==> src/rtl/systolic_pkg.sv <==
// ---------------------------------------------------------------------------
// systolic_pkg
//   Shared definitions for the systolic_feeder block:
//     feeder_state_t : feeder FSM state encoding (also exported on dbg_state)
//     PHASE_CNT_W    : width of the per-phase counters (weight rows, drain)
//     STALL_CNT_W    : width of the optional stall counter
//     drain_cycles() : number of zero-flush cycles for an n-lane array
// ---------------------------------------------------------------------------
package systolic_pkg;

    typedef enum logic [2:0] {
        IDLE   = 3'd0,
        LOAD_W = 3'd1,
        STREAM = 3'd2,
        DRAIN  = 3'd3,
        DONE   = 3'd4
    } feeder_state_t;

    // Wide enough for weight-row and drain counting up to 128 lanes.
    localparam int PHASE_CNT_W = 8;
    localparam int STALL_CNT_W = 16;

    // The last activation enters lane MATRIX_SIZE-1 late and then needs to
    // ripple across the array, so 2n-1 zero cycles flush every partial sum.
    function automatic int drain_cycles(input int n);
        return 2 * n - 1;
    endfunction

endpackage

==> src/rtl/skew_delay.sv <==
// ---------------------------------------------------------------------------
// skew_delay
//   DELAY-stage register line for one activation lane (data + valid bit).
//   DELAY = 0 degenerates to a plain wire.
//   Ports:
//     clk, rst        : clock, asynchronous active-high reset (clears line)
//     d_in, v_in      : lane data / valid entering the line
//     d_out, v_out    : lane data / valid after DELAY cycles
// ---------------------------------------------------------------------------
module skew_delay #(
    parameter int DELAY = 1,
    parameter int WIDTH = 32
) (
    input  logic             clk,
    input  logic             rst,
    input  logic [WIDTH-1:0] d_in,
    input  logic             v_in,
    output logic [WIDTH-1:0] d_out,
    output logic             v_out
);

    generate
        if (DELAY == 0) begin : g_wire
            // Clock and reset are not needed for a zero-length line.
            logic unused_clk_rst;
            assign unused_clk_rst = clk ^ rst;
            assign d_out = d_in;
            assign v_out = v_in;
        end else begin : g_line
            logic [DELAY-1:0][WIDTH-1:0] data_q;
            logic [DELAY-1:0]            valid_q;

            always_ff @(posedge clk or posedge rst) begin
                if (rst) begin
                    data_q  <= '0;
                    valid_q <= '0;
                end else begin
                    data_q[0]  <= d_in;
                    valid_q[0] <= v_in;
                    for (int i = 1; i < DELAY; i++) begin
                        data_q[i]  <= data_q[i-1];
                        valid_q[i] <= valid_q[i-1];
                    end
                end
            end

            assign d_out = data_q[DELAY-1];
            assign v_out = valid_q[DELAY-1];
        end
    endgenerate

endmodule

==> src/rtl/systolic_feeder.sv <==
// ---------------------------------------------------------------------------
// systolic_feeder
//   Upstream stage of the matrix_multiply systolic array. Preloads
//   MATRIX_SIZE weight rows (ld_weight strobe), then streams activation
//   vectors onto in_data with lane r delayed r cycles, flushes
//   2*MATRIX_SIZE-1 zero cycles and pulses done.
//
//   Optional feature macro: FEEDER_STALL_CNT_EN adds the stall_count output
//   (STREAM cycles where the feeder was ready but no vector was offered).
//
//   Ports:
//     clk, reset               : clock, asynchronous active-high reset
//     cfg_start, cfg_num_vecs  : job start and vector count (sampled in IDLE)
//     w_valid/w_ready, w_data  : weight-row stream (lane j -> in_weights[j])
//     a_valid/a_ready, a_data  : activation stream (lane r -> array row r)
//     in_data, lane_valid      : skewed activations and per-lane valid
//     in_weights, ld_weight    : weight row and its one-cycle load strobe
//     busy, done               : not-IDLE flag, end-of-job pulse
//     stall_count              : (FEEDER_STALL_CNT_EN only) stall counter
//     dbg_state                : current FSM state
//
//   Handshake: a transfer happens in a cycle where valid and ready are both
//   1. Ready depends only on state and counters, never on valid; valid may be
//   raised or dropped freely, data is only consumed on a transfer.
// ---------------------------------------------------------------------------
module systolic_feeder
    import systolic_pkg::*;
#(
    parameter  int MATRIX_SIZE = 2,
    parameter  int DATA_SIZE   = 32,
    parameter  int MAX_VECS    = 16,
    localparam int VEC_W       = $clog2(MAX_VECS + 1)
) (
    input  logic                                  clk,
    input  logic                                  reset,
    input  logic                                  cfg_start,
    input  logic [VEC_W-1:0]                      cfg_num_vecs,
    input  logic                                  w_valid,
    output logic                                  w_ready,
    input  logic [MATRIX_SIZE-1:0][DATA_SIZE-1:0] w_data,
    input  logic                                  a_valid,
    output logic                                  a_ready,
    input  logic [MATRIX_SIZE-1:0][DATA_SIZE-1:0] a_data,
    output logic [MATRIX_SIZE-1:0][DATA_SIZE-1:0] in_data,
    output logic [MATRIX_SIZE-1:0][DATA_SIZE-1:0] in_weights,
    output logic                                  ld_weight,
    output logic [MATRIX_SIZE-1:0]                lane_valid,
    output logic                                  busy,
    output logic                                  done,
`ifdef FEEDER_STALL_CNT_EN
    output logic [STALL_CNT_W-1:0]                stall_count,
`endif
    output feeder_state_t                         dbg_state
);

    localparam logic [PHASE_CNT_W-1:0] ROW_LAST   = PHASE_CNT_W'(MATRIX_SIZE - 1);
    localparam logic [PHASE_CNT_W-1:0] DRAIN_LAST =
        PHASE_CNT_W'(drain_cycles(MATRIX_SIZE) - 1);
    localparam logic [VEC_W-1:0]       VEC_MAX    = VEC_W'(MAX_VECS);

    feeder_state_t state, next_state;

    logic [VEC_W-1:0]       vec_target;   // latched (saturated) job length
    logic [VEC_W-1:0]       vec_cnt;      // vectors accepted so far
    logic [VEC_W-1:0]       vec_cnt_nxt;
    logic [VEC_W-1:0]       num_vecs_sat;
    logic [PHASE_CNT_W-1:0] row_cnt;      // weight rows accepted so far
    logic [PHASE_CNT_W-1:0] drain_cnt;    // zero-flush cycles elapsed

    logic start_fire;
    logic w_fire;
    logic a_fire;

    // Input register feeding the per-lane delay lines.
    logic [MATRIX_SIZE-1:0][DATA_SIZE-1:0] in_reg_data;
    logic                                  in_reg_valid;

    assign start_fire   = cfg_start && (state == IDLE);
    assign w_fire       = w_valid && w_ready;
    assign a_fire       = a_valid && a_ready;
    assign vec_cnt_nxt  = vec_cnt + 1'b1;
    assign num_vecs_sat = (cfg_num_vecs > VEC_MAX) ? VEC_MAX : cfg_num_vecs;
    assign dbg_state    = state;

    // -----------------------------------------------------------------------
    // FSM
    // -----------------------------------------------------------------------
    always_ff @(posedge clk or posedge reset) begin
        if (reset) begin
            state <= IDLE;
        end else begin
            state <= next_state;
        end
    end

    always_comb begin
        next_state = state;
        w_ready    = 1'b0;
        a_ready    = 1'b0;
        busy       = 1'b1;
        done       = 1'b0;
        case (state)
            IDLE: begin
                busy = 1'b0;
                if (cfg_start) begin
                    next_state = LOAD_W;
                end
            end
            LOAD_W: begin
                w_ready = 1'b1;
                if (w_valid && (row_cnt == ROW_LAST)) begin
                    next_state = (vec_target == '0) ? DRAIN : STREAM;
                end
            end
            STREAM: begin
                a_ready = (vec_cnt < vec_target);
                if (a_valid && a_ready && (vec_cnt_nxt == vec_target)) begin
                    next_state = DRAIN;
                end
            end
            DRAIN: begin
                if (drain_cnt == DRAIN_LAST) begin
                    next_state = DONE;
                end
            end
            DONE: begin
                done       = 1'b1;
                next_state = IDLE;
            end
            default: begin
                next_state = IDLE;
            end
        endcase
    end

    // -----------------------------------------------------------------------
    // Job counters. Each one is bounded by the state that advances it, so
    // none of them can wrap.
    // -----------------------------------------------------------------------
    always_ff @(posedge clk or posedge reset) begin
        if (reset) begin
            vec_target <= '0;
            vec_cnt    <= '0;
            row_cnt    <= '0;
            drain_cnt  <= '0;
        end else begin
            if (start_fire) begin
                vec_target <= num_vecs_sat;
                vec_cnt    <= '0;
                row_cnt    <= '0;
                drain_cnt  <= '0;
            end
            if (w_fire) begin
                row_cnt <= (row_cnt == ROW_LAST) ? '0 : row_cnt + 1'b1;
            end
            if (a_fire) begin
                vec_cnt <= vec_cnt_nxt;
            end
            if (state == DRAIN) begin
                drain_cnt <= (drain_cnt == DRAIN_LAST) ? '0 : drain_cnt + 1'b1;
            end
        end
    end

    // -----------------------------------------------------------------------
    // Weight path: each accepted row is shown for exactly one strobe cycle;
    // the row value itself holds until the next load.
    // -----------------------------------------------------------------------
    always_ff @(posedge clk or posedge reset) begin
        if (reset) begin
            in_weights <= '0;
            ld_weight  <= 1'b0;
        end else begin
            ld_weight <= w_fire;
            if (w_fire) begin
                in_weights <= w_data;
            end
        end
    end

    // -----------------------------------------------------------------------
    // Activation input register. Any cycle without an accepted vector loads
    // a zero bubble with valid=0, which keeps the lane skew aligned through
    // stalls and provides the zero flush during DRAIN.
    // -----------------------------------------------------------------------
    always_ff @(posedge clk or posedge reset) begin
        if (reset) begin
            in_reg_data  <= '0;
            in_reg_valid <= 1'b0;
        end else begin
            in_reg_valid <= a_fire;
            in_reg_data  <= a_fire ? a_data : '0;
        end
    end

    // Lane r gets r extra stages so row r of the array sees its element r
    // cycles after row 0 (diagonal wavefront).
    for (genvar r = 0; r < MATRIX_SIZE; r++) begin : g_lane
        skew_delay #(
            .DELAY (r),
            .WIDTH (DATA_SIZE)
        ) u_skew (
            .clk   (clk),
            .rst   (reset),
            .d_in  (in_reg_data[r]),
            .v_in  (in_reg_valid),
            .d_out (in_data[r]),
            .v_out (lane_valid[r])
        );
    end

`ifdef FEEDER_STALL_CNT_EN
    // -----------------------------------------------------------------------
    // Stall counter: cycles the feeder could have taken a vector but none
    // was offered. Saturates, clears at job start, holds afterwards.
    // -----------------------------------------------------------------------
    always_ff @(posedge clk or posedge reset) begin
        if (reset) begin
            stall_count <= '0;
        end else if (start_fire) begin
            stall_count <= '0;
        end else if ((state == STREAM) && a_ready && !a_valid &&
                     (stall_count != {STALL_CNT_W{1'b1}})) begin
            stall_count <= stall_count + 1'b1;
        end
    end
`endif

endmodule
==> config.mk <==
export PLATFORM = sky130hd
export DESIGN_NAME = systolic_feeder
export DESIGN_NICKNAME = d
export VERILOG_FILES = /design/src/rtl/systolic_pkg.sv /design/src/rtl/skew_delay.sv /design/src/rtl/systolic_feeder.sv
export SDC_FILE = /design/constraint.sdc
export NUM_CORES = 1
export LEC_CHECK = 0
export BUFFER_PORTS_ARGS = -buffer_cell sky130_fd_sc_hd__buf_4
export CAP_MARGIN = 20
export CORE_MARGIN = 10
export CORE_UTILIZATION = 34
export DETAILED_ROUTE_END_ITERATION = 10
export GPL_TIMING_DRIVEN = 0
export SYNTH_ARGS = -nofsm -noshare
export SYNTH_HDL_FRONTEND = slang
export SYNTH_HIERARCHICAL = 1
export SYNTH_SLANG_ARGS = --single-unit
==> constraint.sdc <==
create_clock -name clk -period 5.01 [get_ports clk]
set_clock_uncertainty 0.1 [all_clocks]
set_input_delay 0 -clock clk [delete_from_list [all_inputs] [get_ports clk]]
set_output_delay 0 -clock clk [all_outputs]
set_load 0.01 [all_outputs]
==> results of run 1 <==
==> power breakdown <==
part           total [mW]  leakage (nW)  switching (mW)  internal (mW)
clock                1.45         0.304           0.679          0.768
sequential           2.13          2.52           0.209           1.92
combinational        1.85          3.08           0.826           1.03
==> registers in the layout, summed over array words and instances, names as in the netlist <==
signal	count
vec_cnt	5
g_lane.u_skew/d_out	32
row_cnt	8
in_reg_valid	1
in_reg_data	64
dbg_state	3
in_weights	64
g_lane.u_skew/v_out	1
drain_cnt	8
vec_target	5
ld_weight	1
==> cell type report <==
cell class	instances	area (µm²)
Fill cell	1760	9320
Sequential cell	192	4800
Timing Repair Buffer	416	3510
Multi-Input combinational cell	280	2120
Clock buffer	17	425
Buffer	54	375
Tap cell	275	344
Clock inverter	15	196
Inverter	11	48.8
==> layer usage <==
layer  up-vias  track usage (%)  share of wire, %
met1      2653             19.4                43
met2       194             25.2                48
met4         0             4.62               2.1
met3        28             5.15               7.1
li1       2626                -                 -
met5         -                0                 0
==> worst max-delay path: cells and delay by family (launching register included) <==
kind | cells | cell delay, ns
adders and majority gates | 1 | 0.28
buffers and inverters | 3 | 0.66
DFF | 1 | 0.40
and+or+nand+nor | 3 | 0.55
AOI/OAI and AO/OA | 1 | 0.25
==> worst max-delay path by stage <==
stage	end	slack (ns)	startpoint
6_report	in_reg_data[50]	2.71	vec_target[1]
5_1_grt	in_reg_data[50]	2.54	vec_target[1]
4_1_cts	in_reg_data[50]	2.67	vec_target[1]
3_5_place_dp	in_reg_data[50]	2.70	vec_target[1]
3_3_place_gp	in_weights[33]	-1.72	reset
2_1_floorplan	dbg_state[0]	0.62	reset
==> what timing repair did <==
action,in CTS,in global routing
endpoints found under the hold margin,219,0
resized for setup,0,0
hold buffers,139,0
==> synthesized netlist by cell type, types with 2 or more instances <==
master | instances | area (µm²)
a21o_1 | 2 | 15.0
a21oi_1 | 3 | 15.0
and2_1 | 66 | 413
and3_1 | 5 | 31.3
and3_2 | 2 | 15.0
buf_2 | 6 | 30.0
buf_4 | 36 | 270
clkbuf_1 | 8 | 30.0
dfrtp_1 | 192 | 4800
ha_1 | 10 | 125
inv_1 | 11 | 41.3
mux2_2 | 66 | 743
nand2_1 | 24 | 90.1
nand2b_1 | 7 | 43.8
nand3_1 | 8 | 40.0
nand4_1 | 2 | 12.5
nor2_1 | 12 | 45.0
nor2b_1 | 6 | 37.5
nor4_1 | 2 | 12.5
o21ai_0 | 23 | 115
o21ai_1 | 7 | 35.0
xnor2_1 | 10 | 87.6
xor2_1 | 3 | 26.3
==> metrics by stage <==
step | instances | setup TNS (ns) | util, % | power, mW | hold slack (ns)
2_1_floorplan | 537 | 0 | - | 3.05 | 0.0286
3_3_place_gp | 1087 | -271.91 | 46.1 | 3.90 | 0.108
3_5_place_dp | 1089 | 0 | 46.4 | 3.94 | -0.0200
4_1_cts | 1260 | 0 | 55.9 | 5.50 | 0.0810
5_1_grt | 1260 | 0 | 55.9 | 5.74 | 0.0951
6_report | 1260 | 0 | 55.9 | 5.43 | 0.0748
==> cell families after synthesis <==
| kind of cell | after synthesis |
|---|---|
| fa+ha+maj | 10 |
| mux | 66 |
| flops | 192 |
| buf+inv | 65 |
| compound gates | 46 |
| simple gates | 145 |
| xor+xnor | 13 |
==> out/metrics.csv, run 1 <==
metric;value;unit
hold_viol;0;
max_stage_delay;0.40;ns
dpl_worst_slack;2.70;ns
synthSimpleGateAreaFrac;11.5;%
diodes;0;
synthMuxAreaShare;10.1;%
synth-xor-area-share;1.55;%
grt_max_degree;100;
ys_ff_latch;192;
clkSinkCount;192;
path_clk_slew;0.08;ns
setup_viol;0;
r2r_slack;2.71;ns
end_kind;flop;
cts_buffer_depth;2;
coreArea;0.0212;mm²
post-dp-hpwl;15400;µm
power_density;459;mW/mm²
worst_setup_path_start_kind;flop;
syn_avg_cell_area;13.7;µm²
drtIter0Drc;314;
timing.final.crit_share;45.8;%
antenna_found_initial;0;
ant_nets;0;
wirelength;22000;µm
synth_flop_cell;dfrtp_1;
ys_types;49;
area_delta_synth_final;61.0;%
maxSlewHeadroom;51.9;%
yosysSeqAreaShare;65.4;%
postCtsSetupBuffers;0;
grt_pass1_wl;34900;µm
htree_levels;4;
cp.required;5.27;ns
num-nets-final;1120;
synth.cell_area;0.00735;mm²
drive_gt1_share;43.7;%
grt_overflow;0;
layout_commonest_cell;buf_4;
io_pins;276;
fin_crit;2.30;ns
path_class;reg -> reg;
tightest_slew;0.720;ns
rows;53;
tritoncts;built;
crit_chain;inv_1 > ha_1 > nor2b_1 > o2111a_1 > nor3b_2 > buf_4 > clkbuf_1 > and2_1;
ys_warn_count;6;
hold_path.class;in -> async;
synth_async_sr_flop_share;100;%
cp_slowest_cell;dfrtp_1;
critPathMaxFanout;10;
status;complete, no violations;
grtUsageTotal;15.6;%
report.final.slew_viol_count;0;
grt_pass1_vias;6104;
clock_latency;0.43;ns
fp.dieW;167;µm
rsz0062_at_grt;false;
first_pass_iters;4;
max_freq;436;MHz
synth_top_family_by_area;simple AND/OR/NAND/NOR gates;
postLayoutCellArea;0.0118;mm²
synth_compound_area_share;4.09;%
placed_area;0.00982;mm²
layout_common_cells;buf_4, dfrtp_1, dlygate4sd3_1, mux2_2, and2_1;
drc;0;
viasPerCell;4.37;
synth_cells;537;
via_count;5501;
r2r_end;in_reg_data[50];
reg2reg_from;vec_target[1];
synth_nets;685;
vdd_drop_max;0.279;mV
synth-edff-count;0;
root_buffer;clkbuf_16;
leakage;5.90;nW
numCtsBuffers;17;
die_h;167;µm
cap_violations;0;
reg2reg_depth;8;
wl_per_cell;17.5;µm
die_area;0.0279;mm²
worst_ep_arrival_time;2.56;ns
setup_ws;2.71;ns
start_util;34.7;%
synthAdderAreaFrac;1.70;%
port_buffers;275;
gp_congestion;0.777;
Power figures use the tool's default switching activity.
==> inputs of run 2 (changes only) <==
==> constraint.sdc (replaced) <==
create_clock -name clk -period 2.1 [get_ports clk]
set_clock_uncertainty 0.1 [all_clocks]
set_input_delay 0 -clock clk [delete_from_list [all_inputs] [get_ports clk]]
set_output_delay 0 -clock clk [all_outputs]
set_load 0.01 [all_outputs]
==> out/metrics.csv, run 2 (synthesis gave the netlist of run 1 again) <==
metric;value;unit;change
status;complete, but fails checks;;was complete, no violations
violations;negative setup slack;;
worst_ep_arrival_time;2.00;ns;was 2.56 ns
tightest_slew;0.704;ns;was 0.720 ns
clock_latency;0.43;ns;about the same
reg2reg_depth;8;;unchanged
report.final.slew_viol_count;0;;unchanged
r2r_end;vec_cnt[2];;was in_reg_data[50]
cp.required;2.00;ns;was 5.27 ns
grt_pass1_wl;34600;µm;was 34900 µm
path_clk_slew;0.07;ns;was 0.08 ns
final_core_util;56.9;%;was 55.9%
path_class;reg -> out;;was reg -> reg
r2r_slack;0.02;ns;was 2.71 ns
layout.area.seq;0.00481;mm²;was 0.00480 mm²
vdd_drop_max;0.677;mV;was 0.279 mV
end_kind;output port;;was flop
gp_congestion;0.767;;was 0.777
ant_nets;0;;unchanged
num-nets-final;1129;;was 1120
drtIter0Drc;257;;was 314
max_stage_delay;0.39;ns;was 0.40 ns
hold_path.class;in -> async;;unchanged
max_freq;476;MHz;
critPathMaxFanout;2;;was 10
cts_buffer_depth;2;;unchanged
drive_gt1_share;46.0;%;was 43.7%
reg2reg_from;vec_target[1];;unchanged
numCtsBuffers;17;;unchanged
setup_tns;-0.00207;ns;was 0 ns
fp.dieW;167;µm;unchanged
timing.final.crit_share;100;%;
viasPerCell;4.37;;about the same
crit_buf_inv;2;;was 3
grt_max_degree;41;;was 100
dpl_worst_slack;-0.215;ns;was 2.70 ns
layout_common_cells;buf_4, dfrtp_1, dlygate4sd3_1, and2_1, mux2_2;;was buf_4, dfrtp_1, dlygate4sd3_1, mux2_2, and2_1
setup_viol;1;;was 0
cp_slowest_cell;dfrtp_1;;unchanged
num-fill-cells;1745;;was 1760
fin_crit;2.10;ns;
multi_input_area;0.00221;mm²;was 0.00212 mm²
antenna_found_initial;0;;unchanged
drc;0;;unchanged
setup_ws;-0.00207;ns;was 2.71 ns
worst_setup_path_start_kind;flop;;unchanged
area_delta_synth_final;63.9;%;was 61.0%
rows;53;;unchanged
start_util;34.7;%;unchanged
wl_per_cell;16.7;µm;was 17.5 µm
leakage;5.98;nW;was 5.90 nW
post-dp-hpwl;14900;µm;was 15400 µm
root_buffer;clkbuf_16;;unchanged
crit_chain;inv_2 > ha_4 > nor2b_4 > o2111a_1 > nand3b_1 > nor3b_2 > buf_4;;was inv_1 > ha_1 > nor2b_1 > o2111a_1 > nor3b_2 > buf_4 > clkbuf_1 > and2_1
layout_commonest_cell;buf_4;;unchanged
coreArea;0.0212;mm²;unchanged
tritoncts;built;;unchanged
power_density;1070;mW/mm²;was 459 mW/mm²
first_pass_iters;4;;unchanged
htree_levels;4;;unchanged
die_h;167;µm;unchanged
grtUsageTotal;15.3;%;was 15.6%
grt_overflow;0;;unchanged
grt_pass1_vias;6187;;was 6104
cap_violations;0;;unchanged
port_buffers;275;;unchanged
via_count;5546;;was 5501
maxSlewHeadroom;53.0;%;was 51.9%
io_pins;276;;unchanged
wirelength;21200;µm;was 22000 µm
diodes;0;;unchanged
cpLargestDelayFamily;simple AND/OR/NAND/NOR gates;;was buffers and inverters
hold_viol;0;;unchanged
die_area;0.0279;mm²;unchanged
rsz0062_at_grt;true;;was false
clkSinkCount;192;;unchanged
[run 2: changes by cell type in the layout (fill, tap and decap cells not counted), sizes merged]
cell      change
inv           -2
clkinvlp      +1
bufinv        -1
clkinv        +2
clkbuf        -4
buf          +13
[run 2: worst register-to-register path: stages, from the launching register on]
cell and delay [ns]:
dfrtp_1 0.39, inv_2 0.09, ha_4 0.20, nor2b_4 0.12
o2111a_1 0.27, nor3b_4 0.24, buf_6 0.18, a21oi_2 0.06
a221o_1 0.33
[run 2: area by class of cell]
class	instances	area share, %
sequential	192	39.9
timing repair buffer	425	30.1
multi-input combinational	280	18.3
clock buffer	17	3.53
buffer	54	3.49
tap	275	2.86
clock inverter	15	1.42
inverter	11	0.374
[run 2: how the worst max path moves through the flow]
stage                        startpoint  slack, ns              to  cells past startpoint
after floorplan                   reset      -0.01    dbg_state[0]                      1
after global placement            reset      -1.21  in_weights[49]                      2
after detailed placement  vec_target[1]      -0.22      vec_cnt[3]                      8
after CTS                 vec_target[3]      -0.05      vec_cnt[2]                      8
after global routing      vec_target[1]      -0.11         a_ready                      7
final                     vec_target[1]     -0.002         a_ready                      7
[run 2: per-stage QoR]
stage	area, µm²	hold slack, ns	cells	power (mW)
6_report	12000	0.103	1269	12.9
4_1_cts	11900	0.0906	1267	13.0
3_5_place_dp	9870	-0.00269	1092	9.37
3_3_place_gp	9760	0.108	1087	9.27
5_1_grt	12000	0.140	1269	13.8
2_1_floorplan	7350	0.0286	537	7.27
[run 2: timing repair]
item / 4_1_cts / 5_1_grt
pin swaps: 2 / 8
endpoints found under the setup margin: 128 / 90
setup buffers: 4 / 2
endpoints found under the hold margin: 243 / 0
gates resized for setup: 11 / 35
hold buffers: 139 / 0
[run 2: power by group]
group | switching (mW) | internal (mW) | total (mW) | leakage (nW)
registers | 0.504 | 4.59 | 5.09 | 2.52
logic | 2.00 | 2.60 | 4.60 | 3.18
clock network | 1.55 | 1.70 | 3.25 | 0.291
[run 2: routing by layer]
metal  track usage (%)  up-vias  wire [µm]
met4              5.23        0        442
met5                 0        -          0
met2              25.6      185      10500
met1              18.1     2684       8630
met3              5.13       32       1610
li1                  -     2645          -
==> inputs of run 3 (changes only) <==
--- a/config.mk
+++ b/config.mk
@@ -11,6 +11,8 @@
 export CORE_UTILIZATION = 34
 export DETAILED_ROUTE_END_ITERATION = 10
 export GPL_TIMING_DRIVEN = 0
+export SKIP_CTS_REPAIR_TIMING = 1
+export SLEW_MARGIN = 20
 export SYNTH_ARGS = -nofsm -noshare
 export SYNTH_HDL_FRONTEND = slang
 export SYNTH_HIERARCHICAL = 1
==> out/metrics.csv, run 3 (synthesis gave the netlist of run 1 again) <==
metric;value;unit;change
post-dp-hpwl;14900;µm;about the same
grt_pass1_wl;30600;µm;was 34600 µm
path_clk_slew;0.08;ns;was 0.07 ns
die_area;0.0279;mm²;unchanged
cts_buffer_depth;2;;unchanged
report.final.slew_viol_count;0;;unchanged
critPathMaxFanout;4;;was 2
max_freq;466;MHz;was 476 MHz
num-fill-cells;1753;;was 1745
violations;negative setup slack;;unchanged
finalPower;12.9;mW;about the same
timing.final.crit_share;102;%;was 100%
path_class;reg -> out;;unchanged
place_inst;1092;;unchanged
area_delta_synth_final;64.0;%;was 63.9%
setup_viol;1;;unchanged
numCtsBuffers;17;;unchanged
tightest_slew;0.689;ns;was 0.704 ns
multi_input_area;0.00221;mm²;about the same
viasPerCell;4.36;;was 4.37
drive_gt1_share;46.2;%;was 46.0%
fp.dieW;167;µm;unchanged
gp_congestion;0.767;;unchanged
grt_max_degree;34;;was 41
leakage;5.99;nW;was 5.98 nW
antenna_found_initial;0;;unchanged
fin_crit;2.15;ns;was 2.10 ns
root_buffer;clkbuf_16;;unchanged
layout_commonest_cell;buf_4;;unchanged
die_h;167;µm;unchanged
rsz0062_at_grt;true;;unchanged
power_density;1070;mW/mm²;about the same
vdd_drop_max;0.693;mV;was 0.677 mV
cp.required;2.00;ns;about the same
grtUsageTotal;13.8;%;was 15.3%
tritoncts;built;;unchanged
via_count;5545;;was 5546
layout_common_cells;buf_4, dfrtp_1, dlygate4sd3_1, mux2_2, and2_1;;was buf_4, dfrtp_1, dlygate4sd3_1, and2_1, mux2_2
drtIter0Drc;215;;was 257
worst_setup_path_start_kind;flop;;unchanged
clkSinkCount;192;;unchanged
worst_ep_arrival_time;2.05;ns;was 2.00 ns
cap_violations;0;;unchanged
instances_no_fill;1273;;was 1269
clock_latency;0.42;ns;was 0.43 ns
hold_viol;0;;unchanged
io_pins;276;;unchanged
htree_levels;4;;unchanged
num-nets-final;1133;;was 1129
coreArea;0.0212;mm²;unchanged
setup_tns;-0.0454;ns;was -0.00207 ns
wirelength;21500;µm;was 21200 µm
drc;0;;unchanged
first_pass_iters;6;;was 4
grt_overflow;0;;unchanged
grt_pass1_vias;5341;;was 6187
end_kind;output port;;unchanged
layout.area.seq;0.00480;mm²;was 0.00481 mm²
wl_per_cell;16.9;µm;was 16.7 µm
final_core_util;57.0;%;was 56.9%
ant_nets;0;;unchanged
hold_path.class;in -> async;;unchanged
start_util;34.7;%;unchanged
diodes;0;;unchanged
rows;53;;unchanged
maxSlewHeadroom;54.0;%;was 53.0%
status;complete, but fails checks;;unchanged
port_buffers;275;;unchanged
dpl_worst_slack;-0.204;ns;was -0.215 ns
setup_ws;-0.0454;ns;was -0.00207 ns
run 3: changes by cell type in the layout (fill, tap and decap cells not counted), moves of 2 or more:
cell / before / now
dfrtp_2: 2 / 0
buf_6: 5 / 8
dfrtp_1: 190 / 192
buf_4: 315 / 321
clkbuf_4: 2 / 0
run 3: layer usage:
| layer | vias to the layer above | global-route usage, % | share of wire, % |
|---|---|---|---|
| li1 | 2652 | - | - |
| met5 | - | 0 | 0 |
| met2 | 175 | 21.8 | 50 |
| met3 | 11 | 6.05 | 7.8 |
| met4 | 0 | 3.89 | 0.67 |
| met1 | 2707 | 16.8 | 41 |
run 3: through the flow:
step           area (µm²)  hold WS, ns
2_1_floorplan        7350       0.0286
3_3_place_gp         9760        0.108
3_5_place_dp         9870      -0.0148
4_1_cts             10400       -0.476
5_1_grt             12000       0.0983
6_report            12000       0.0895
run 3: area by class of cell:
class / count / share of cell area, %
clock buffers: 17 / 3.53
clock inverters: 15 / 1.24
repair buffers: 429 / 30.2
multi-input cells: 280 / 18.3
well taps: 275 / 2.86
inverters: 11 / 0.374
flip-flops and latches: 192 / 39.9
plain buffers: 54 / 3.57
run 3: worst paths after layout:
| path | from | endpoint | slack [ns] | depth (start not counted) |
|---|---|---|---|---|
| hold / removal | reset | in_reg_data[32] | 0.09 | 3 |
| min in group clk | a_data[12] | in_reg_data[12] | 0.23 | 3 |
| max in group asynchronous | reset | in_weights[32] | 0.85 | 6 |
| hold reg to reg | in_reg_data[58] | g_lane[1].u_skew/d_out[26] | 0.24 | 0 |
| setup / recovery | vec_cnt[1] | a_ready | -0.05 | 6 |
| setup reg to reg | vec_cnt[1] | vec_cnt[2] | 0.02 | 7 |
run 3: where the power goes:
| part | switching, mW | internal, mW | leakage [nW] |
|---|---|---|---|
| combinational | 2.02 | 2.62 | 3.20 |
| sequential | 0.511 | 4.58 | 2.52 |
| clock | 1.55 | 1.58 | 0.277 |
| total | 4.08 | 8.78 | 5.99 |
run 3: worst max-delay path, stage by stage, from the launching register on:
cell      delay (ns)
dfrtp_1         0.46
ha_4            0.27
nor2b_4         0.12
o2111a_2        0.28
nand3b_1        0.20
nor3b_2         0.17
buf_4           0.14
